`src/rtl/unified_mem_arbiter.sv`:
```
// Arbitrates a single external memory port between instruction fetch and data
// accesses: one outstanding transaction, data side wins ties, bounded by a timeout.
module unified_mem_arbiter #(
  parameter int unsigned WIDTH    = 32,
  parameter int unsigned MAX_WAIT = 255
) (
  input  logic             i_clk,
  input  logic             i_reset_n,
  input  logic             i_if_req,
  input  logic [WIDTH-1:0] i_if_addr,
  output logic [WIDTH-1:0] o_if_rdata,
  output logic             o_if_valid,
  input  logic             i_dm_req,
  input  logic             i_dm_we,
  input  logic [WIDTH-1:0] i_dm_addr,
  input  logic [WIDTH-1:0] i_dm_wdata,
  input  logic [3:0]       i_dm_byteen,
  output logic [WIDTH-1:0] o_dm_rdata,
  output logic             o_dm_valid,
  output logic             o_mem_valid,
  input  logic             i_mem_ready,
  output logic             o_mem_we,
  output logic [WIDTH-1:0] o_mem_addr,
  output logic [WIDTH-1:0] o_mem_wdata,
  output logic [3:0]       o_mem_byteen,
  input  logic             i_mem_rvalid,
  input  logic [WIDTH-1:0] i_mem_rdata,
  output logic             o_stall_if,
  output logic             o_stall_mem,
  output logic             o_err
);

  localparam int unsigned CW = $clog2(MAX_WAIT + 1);
  localparam logic [CW-1:0] WAIT_LIMIT = CW'(MAX_WAIT);

  typedef enum logic [1:0] {
    S_IDLE,
    S_ISSUE,
    S_WAIT,
    S_RESP
  } state_t;

  state_t           state;
  state_t           state_nx;
  logic             owner_dm;
  logic             r_we;
  logic [WIDTH-1:0] r_addr;
  logic [WIDTH-1:0] r_wdata;
  logic [3:0]       r_byteen;
  logic [CW-1:0]    wait_cnt;
  logic [WIDTH-1:0] if_rdata;
  logic [WIDTH-1:0] dm_rdata;
  logic             err;
  logic             busy;
  logic             timeout;

  assign busy    = (state == S_ISSUE) || (state == S_WAIT);
  // The limit cycle itself withdraws the request, so the bus sees exactly MAX_WAIT valid cycles.
  assign timeout = busy && (wait_cnt == WAIT_LIMIT);

  always_ff @(posedge i_clk or negedge i_reset_n) begin
    if (!i_reset_n) begin
      state <= S_IDLE;
    end else begin
      state <= state_nx;
    end
  end

  always_comb begin
    state_nx = state;
    unique case (state)
      S_IDLE:  if (i_dm_req || i_if_req) state_nx = S_ISSUE;
      S_ISSUE: begin
        if (timeout)          state_nx = S_RESP;
        else if (i_mem_ready) state_nx = S_WAIT;
      end
      S_WAIT: begin
        if (timeout)           state_nx = S_RESP;
        else if (i_mem_rvalid) state_nx = S_RESP;
      end
      S_RESP:  state_nx = S_IDLE;
      default: state_nx = S_IDLE;
    endcase
  end

  always_ff @(posedge i_clk or negedge i_reset_n) begin
    if (!i_reset_n) begin
      owner_dm <= 1'b0;
      r_we     <= 1'b0;
      r_addr   <= '0;
      r_wdata  <= '0;
      r_byteen <= '0;
      wait_cnt <= '0;
      if_rdata <= '0;
      dm_rdata <= '0;
      err      <= 1'b0;
    end else begin
      unique case (state)
        S_IDLE: begin
          wait_cnt <= '0;
          if (i_dm_req) begin
            owner_dm <= 1'b1;
            r_we     <= i_dm_we;
            r_addr   <= i_dm_addr;
            r_wdata  <= i_dm_wdata;
            r_byteen <= i_dm_byteen;
          end else if (i_if_req) begin
            owner_dm <= 1'b0;
            r_we     <= 1'b0;
            r_addr   <= i_if_addr;
            r_wdata  <= '0;
            r_byteen <= '1;
          end
        end
        S_ISSUE, S_WAIT: begin
          if (timeout) begin
            err <= 1'b1;
            if (owner_dm) dm_rdata <= '0;
            else          if_rdata <= '0;
          end else begin
            wait_cnt <= wait_cnt + 1'b1;
            // Responses are only accepted after the request handshake completed.
            if ((state == S_WAIT) && i_mem_rvalid && !r_we) begin
              if (owner_dm) dm_rdata <= i_mem_rdata;
              else          if_rdata <= i_mem_rdata;
            end
          end
        end
        default: ;
      endcase
    end
  end

  assign o_mem_valid  = (state == S_ISSUE) && !timeout;
  assign o_mem_we     = r_we;
  assign o_mem_addr   = r_addr;
  assign o_mem_wdata  = r_wdata;
  assign o_mem_byteen = r_byteen;

  assign o_if_valid  = (state == S_RESP) && !owner_dm;
  assign o_dm_valid  = (state == S_RESP) && owner_dm;
  assign o_if_rdata  = if_rdata;
  assign o_dm_rdata  = dm_rdata;
  assign o_err       = err;

  assign o_stall_if  = i_if_req & ~o_if_valid;
  assign o_stall_mem = i_dm_req & ~o_dm_valid;

endmodule
```
`config.mk`:
```
export PLATFORM = sky130hd
export DESIGN_NAME = unified_mem_arbiter
export DESIGN_NICKNAME = d
export VERILOG_FILES = /design/src/rtl/unified_mem_arbiter.sv
export SDC_FILE = /design/constraint.sdc
export NUM_CORES = 1
export LEC_CHECK = 0
export CORE_ASPECT_RATIO = 0.9
export CORE_MARGIN = 2
export CORE_UTILIZATION = 46
export DETAILED_ROUTE_END_ITERATION = 6
export PLACE_DENSITY = 0.86
export SYNTH_ARGS = -nofsm -noshare
export SYNTH_HDL_FRONTEND = slang
export SYNTH_SLANG_ARGS = --single-unit
```
`constraint.sdc`:
```
create_clock -name i_clk -period 5.55 [get_ports i_clk]
set_input_delay 1.11 -clock i_clk [delete_from_list [all_inputs] [get_ports i_clk]]
set_output_delay 1.11 -clock i_clk [all_outputs]
set_load 0.01 [all_outputs]
```
==> impl_metrics.xml <==
<?xml version="1.0" encoding="UTF-8"?>
<metrics>
  <group name="placement">
    <metric name="place.detailed.instances" unit="">1031</metric>
    <metric name="pre_cts_ws" unit="ns">1.90</metric>
    <metric name="buffer_ports.inserted" unit="">277</metric>
    <metric name="place.gp.congestion" unit="">0.808</metric>
    <metric name="hpwlAfterDp" unit="um">12800</metric>
  </group>
  <group name="clock_network">
    <metric name="cts.reportedPaths.clkPinSlew" unit="ns">0.06</metric>
    <metric name="post_cts_resize_count" unit="">0</metric>
    <metric name="tritoncts_clock_tree" unit="">yes</metric>
    <metric name="htreeDepth" unit="">4</metric>
    <metric name="clock_latency" unit="ns">0.42</metric>
    <metric name="tritoncts.num_buffers" unit="">17</metric>
    <metric name="cts_setup_buffers" unit="">0</metric>
    <metric name="ctsRootBufferMaster" unit="">clkbuf_16</metric>
    <metric name="clock-sinks" unit="">145</metric>
    <metric name="cts_hold_buf" unit="">0</metric>
    <metric name="clk_path_buf_depth" unit="">2</metric>
  </group>
  <group name="synthesis">
    <metric name="synth_fp_nets" unit="">761</metric>
    <metric name="post_syn_area_per_cell" unit="um2">10.4</metric>
    <metric name="post_synthesis_instance_area" unit="mm2">0.00639</metric>
    <metric name="yosys_register_bits" unit="">145</metric>
    <metric name="netlist_instances" unit="">616</metric>
    <metric name="yosys_warnings" unit="">0</metric>
    <metric name="synth.distinct_cells" unit="">42</metric>
    <metric name="synth-seq-area-share" unit="%">56.8</metric>
  </group>
  <group name="timing">
    <metric name="rsz0062_at_grt" unit="">no</metric>
    <metric name="setup_violations" unit="">0</metric>
    <metric name="skew" unit="ns">0.00533</metric>
    <metric name="drv_slew" unit="">0</metric>
    <metric name="tightest_slew" unit="ns">1.10</metric>
    <metric name="maxClockFrequency" unit="MHz">244</metric>
    <metric name="hold_worst_slack" unit="ns">0.465</metric>
    <metric name="period_minus_slack" unit="ns">4.09</metric>
    <metric name="final.period_utilization" unit="%">73.7</metric>
    <metric name="final.setup.worst_slack" unit="ns">1.46</metric>
    <metric name="totalNegativeSetupSlack" unit="ns">0</metric>
    <metric name="hold_violations" unit="">0</metric>
    <metric name="max-slew-margin-rel" unit="%">26.9</metric>
  </group>
  <group name="global_routing">
    <metric name="number_of_global_route_vias_before_repair" unit="">5269</metric>
    <metric name="grt_use_total" unit="%">24.0</metric>
    <metric name="initial_antenna_violation_count" unit="">0</metric>
    <metric name="grt_pass1_wl" unit="um">26900</metric>
    <metric name="grt_max_degree" unit="">108</metric>
    <metric name="globalRoute.totalOverflow" unit="">0</metric>
  </group>
  <group name="finish">
    <metric name="layout-drive-gt1-share" unit="%">5.14</metric>
    <metric name="final_cells" unit="">1063</metric>
    <metric name="area.growth.synth_to_final" unit="%">53.6</metric>
    <metric name="number_of_antenna_diodes" unit="">0</metric>
    <metric name="final_nets" unit="">1027</metric>
  </group>
  <group name="worst_setup_path">
    <metric name="crit_path_max_incr_delay" unit="ns">0.58</metric>
    <metric name="cpLargestDelayFamily" unit="">simple AND/OR/NAND/NOR gates</metric>
    <metric name="timing.critical_path.to_type" unit="">primary output</metric>
    <metric name="worstPathBufferInverterCount" unit="">2</metric>
    <metric name="worst-endpoint-required" unit="ns">4.44</metric>
    <metric name="timing.critical_path.slowest_stage_cell" unit="">ha_1</metric>
    <metric name="timing.critical_path.fanout_max" unit="">37</metric>
    <metric name="worst-setup-path-type" unit="">flip-flop to primary output</metric>
    <metric name="worstSetupStartpointType" unit="">flip-flop</metric>
    <metric name="cp_data_arrival_time" unit="ns">2.98</metric>
    <metric name="critical_path.cell_chain" unit="">inv_1 &gt; ha_1 &gt; and4_1 &gt; nand2_4 &gt; and2_1 &gt; clkdlybuf4s50_1</metric>
  </group>
  <group name="detailed_routing">
    <metric name="firstDrtPassIters" unit="">5</metric>
    <metric name="post_drt_via_cell_ratio" unit="">5.00</metric>
    <metric name="remaining_drc_errors" unit="">0</metric>
    <metric name="finalWirelength" unit="um">17700</metric>
    <metric name="routedWlPerCell" unit="um">16.6</metric>
    <metric name="drtIter0Drc" unit="">261</metric>
    <metric name="ant_nets" unit="">0</metric>
    <metric name="vias" unit="">5318</metric>
  </group>
  <group name="worst_hold_path">
    <metric name="min_path_type" unit="">flip-flop to flip-flop</metric>
  </group>
  <group name="power_and_ir_drop">
    <metric name="vdd_drop_max" unit="mV">0.269</metric>
    <metric name="p_per_area" unit="mW/mm2">536</metric>
    <metric name="cellLeakagePower" unit="nW">4.83</metric>
    <metric name="design_power_total" unit="mW">5.26</metric>
  </group>
  <group name="floorplanning">
    <metric name="core-area" unit="mm2">0.0135</metric>
    <metric name="die_w" unit="um">128</metric>
    <metric name="floorplan.initialDensity" unit="%">47.4</metric>
    <metric name="fp-row-count" unit="">40</metric>
    <metric name="dieHeight" unit="um">116</metric>
    <metric name="io_pins" unit="">278</metric>
    <metric name="dieArea" unit="mm2">0.0148</metric>
  </group>
  <group name="run_status">
    <metric name="status" unit="">finished clean</metric>
  </group>
  <group name="flow_run">
    <metric name="cap_violations" unit="">0</metric>
  </group>
</metrics>
worst paths after layout:
kind	start	endpoint	slack, ns	cells after the start
min reg2reg	o_mem_wdata[23]	o_mem_wdata[23]	0.47	2
max in group asynchronous	i_reset_n	o_mem_wdata[13]	3.63	2
max	state[1]	o_mem_valid	1.46	6
min	o_mem_wdata[23]	o_mem_wdata[23]	0.47	2
min in group asynchronous	i_reset_n	o_if_rdata[24]	0.81	1
max reg2reg	state[1]	o_dm_rdata[7]	2.50	6
stage by stage:
step / util (%) / cell area [um2]
6_report: 72.9 / 9810
2_1_floorplan: - / 6390
3_3_place_gp: 68.6 / 9230
5_1_grt: 72.9 / 9810
4_1_cts: 72.9 / 9810
3_5_place_dp: 68.6 / 9230
cells by family (layout without fill, tap and decap cells):
group	Yosys count	in the layout	share of synthesized area [%]
compound gates	59	59	5.60
xor+xnor	3	3	0.412
fa+ha+maj	6	6	1.18
buf+inv	102	381	6.82
flops	145	145	56.8
mux	98	98	15.4
simple gates	203	203	13.8
worst min-delay path, cell delays in order, from the launching register on:
cell and delay, ns:
dfrtp_1 0.34, nand2_1 0.05, nand2_1 0.05
routing by layer:
layer	GRT usage, %	up-vias	share of wire (%)
met4	8.94	0	2.4
met2	41.8	223	51
met3	7.76	27	7.9
li1	-	2552	-
met1	27.8	2516	39
met5	0	-	0
state kept, by name (all words and copies together) (netlist names):
register,flops
o_mem_byteen,4
owner_dm,1
o_dm_rdata,32
o_err,1
o_mem_we,1
o_mem_wdata,32
o_mem_addr,32
o_if_rdata,32
wait_cnt,8
state,2
cell usage in the layout (no fill, tap or decap), types with 2 or more instances in the layout:
cell and count:
mux2i_1 96, a31oi_1 3, inv_1 66, nand4_1 3, bufinv_16 2, clkbuf_16 17
and2_1 3, a21o_1 3, o21ai_0 3, nor2_1 5, xnor2_1 3, buf_4 5
clkdlybuf4s50_1 275, nor3_1 2, clkinv_2 5, nor2b_1 9, nand3_1 34, mux2_1 2
nand2_1 139, clkinvlp_4 4, a211oi_1 2, dfrtp_1 145, ha_1 6, a21oi_1 2
clkinv_4 3, o21ai_1 36
cell type report:
cell class,instances,area [um2]
fill,941,3650
sequential,145,3630
timing repair buffer,282,2810
multi-input combinational,369,2330
clock buffer,18,439
inverter,67,251
tap,168,210
clock inverter,14,141
synth_stat cells:
cell	n	share of area [%]
nand4b_1	1	0.14
and2_1	3	0.29
nand4_1	3	0.29
nor3_1	2	0.16
buf_1	2	0.12
dfrtp_1	145	57
and3_1	1	0.098
a21oi_4	1	0.25
a21o_1	3	0.35
a22o_1	1	0.14
buf_2	6	0.47
nand2_4	1	0.18
o22ai_1	1	0.098
buf_6	4	0.71
o21ai_1	37	2.9
mux2i_1	96	15
nand2b_1	1	0.098
a41oi_1	1	0.14
clkbuf_1	19	1.1
a211oi_1	2	0.24
and4_2	1	0.16
nand2_1	139	8.2
o21ai_0	3	0.24
a21bo_1	1	0.16
o211ai_1	1	0.12
and4_1	1	0.14
or3_1	1	0.098
nor2b_1	9	0.88
a31oi_1	3	0.29
xnor2_1	3	0.41
inv_1	66	3.9
nor3b_1	1	0.12
a311o_1	1	0.16
mux2_1	2	0.35
buf_4	4	0.47
inv_2	1	0.059
a2111oi_2	1	0.24
ha_1	6	1.2
a21oi_1	2	0.16
a2bb2oi_1	1	0.14
nand3_1	34	2.7
nor2_1	5	0.29
power by group:
| part | switching (mW) | internal (mW) |
|---|---|---|
| clock network | 0.441 | 0.669 |
| registers | 0.286 | 1.55 |
| logic | 1.08 | 1.23 |
No activity file was read; power rests on OpenSTA's default activity.
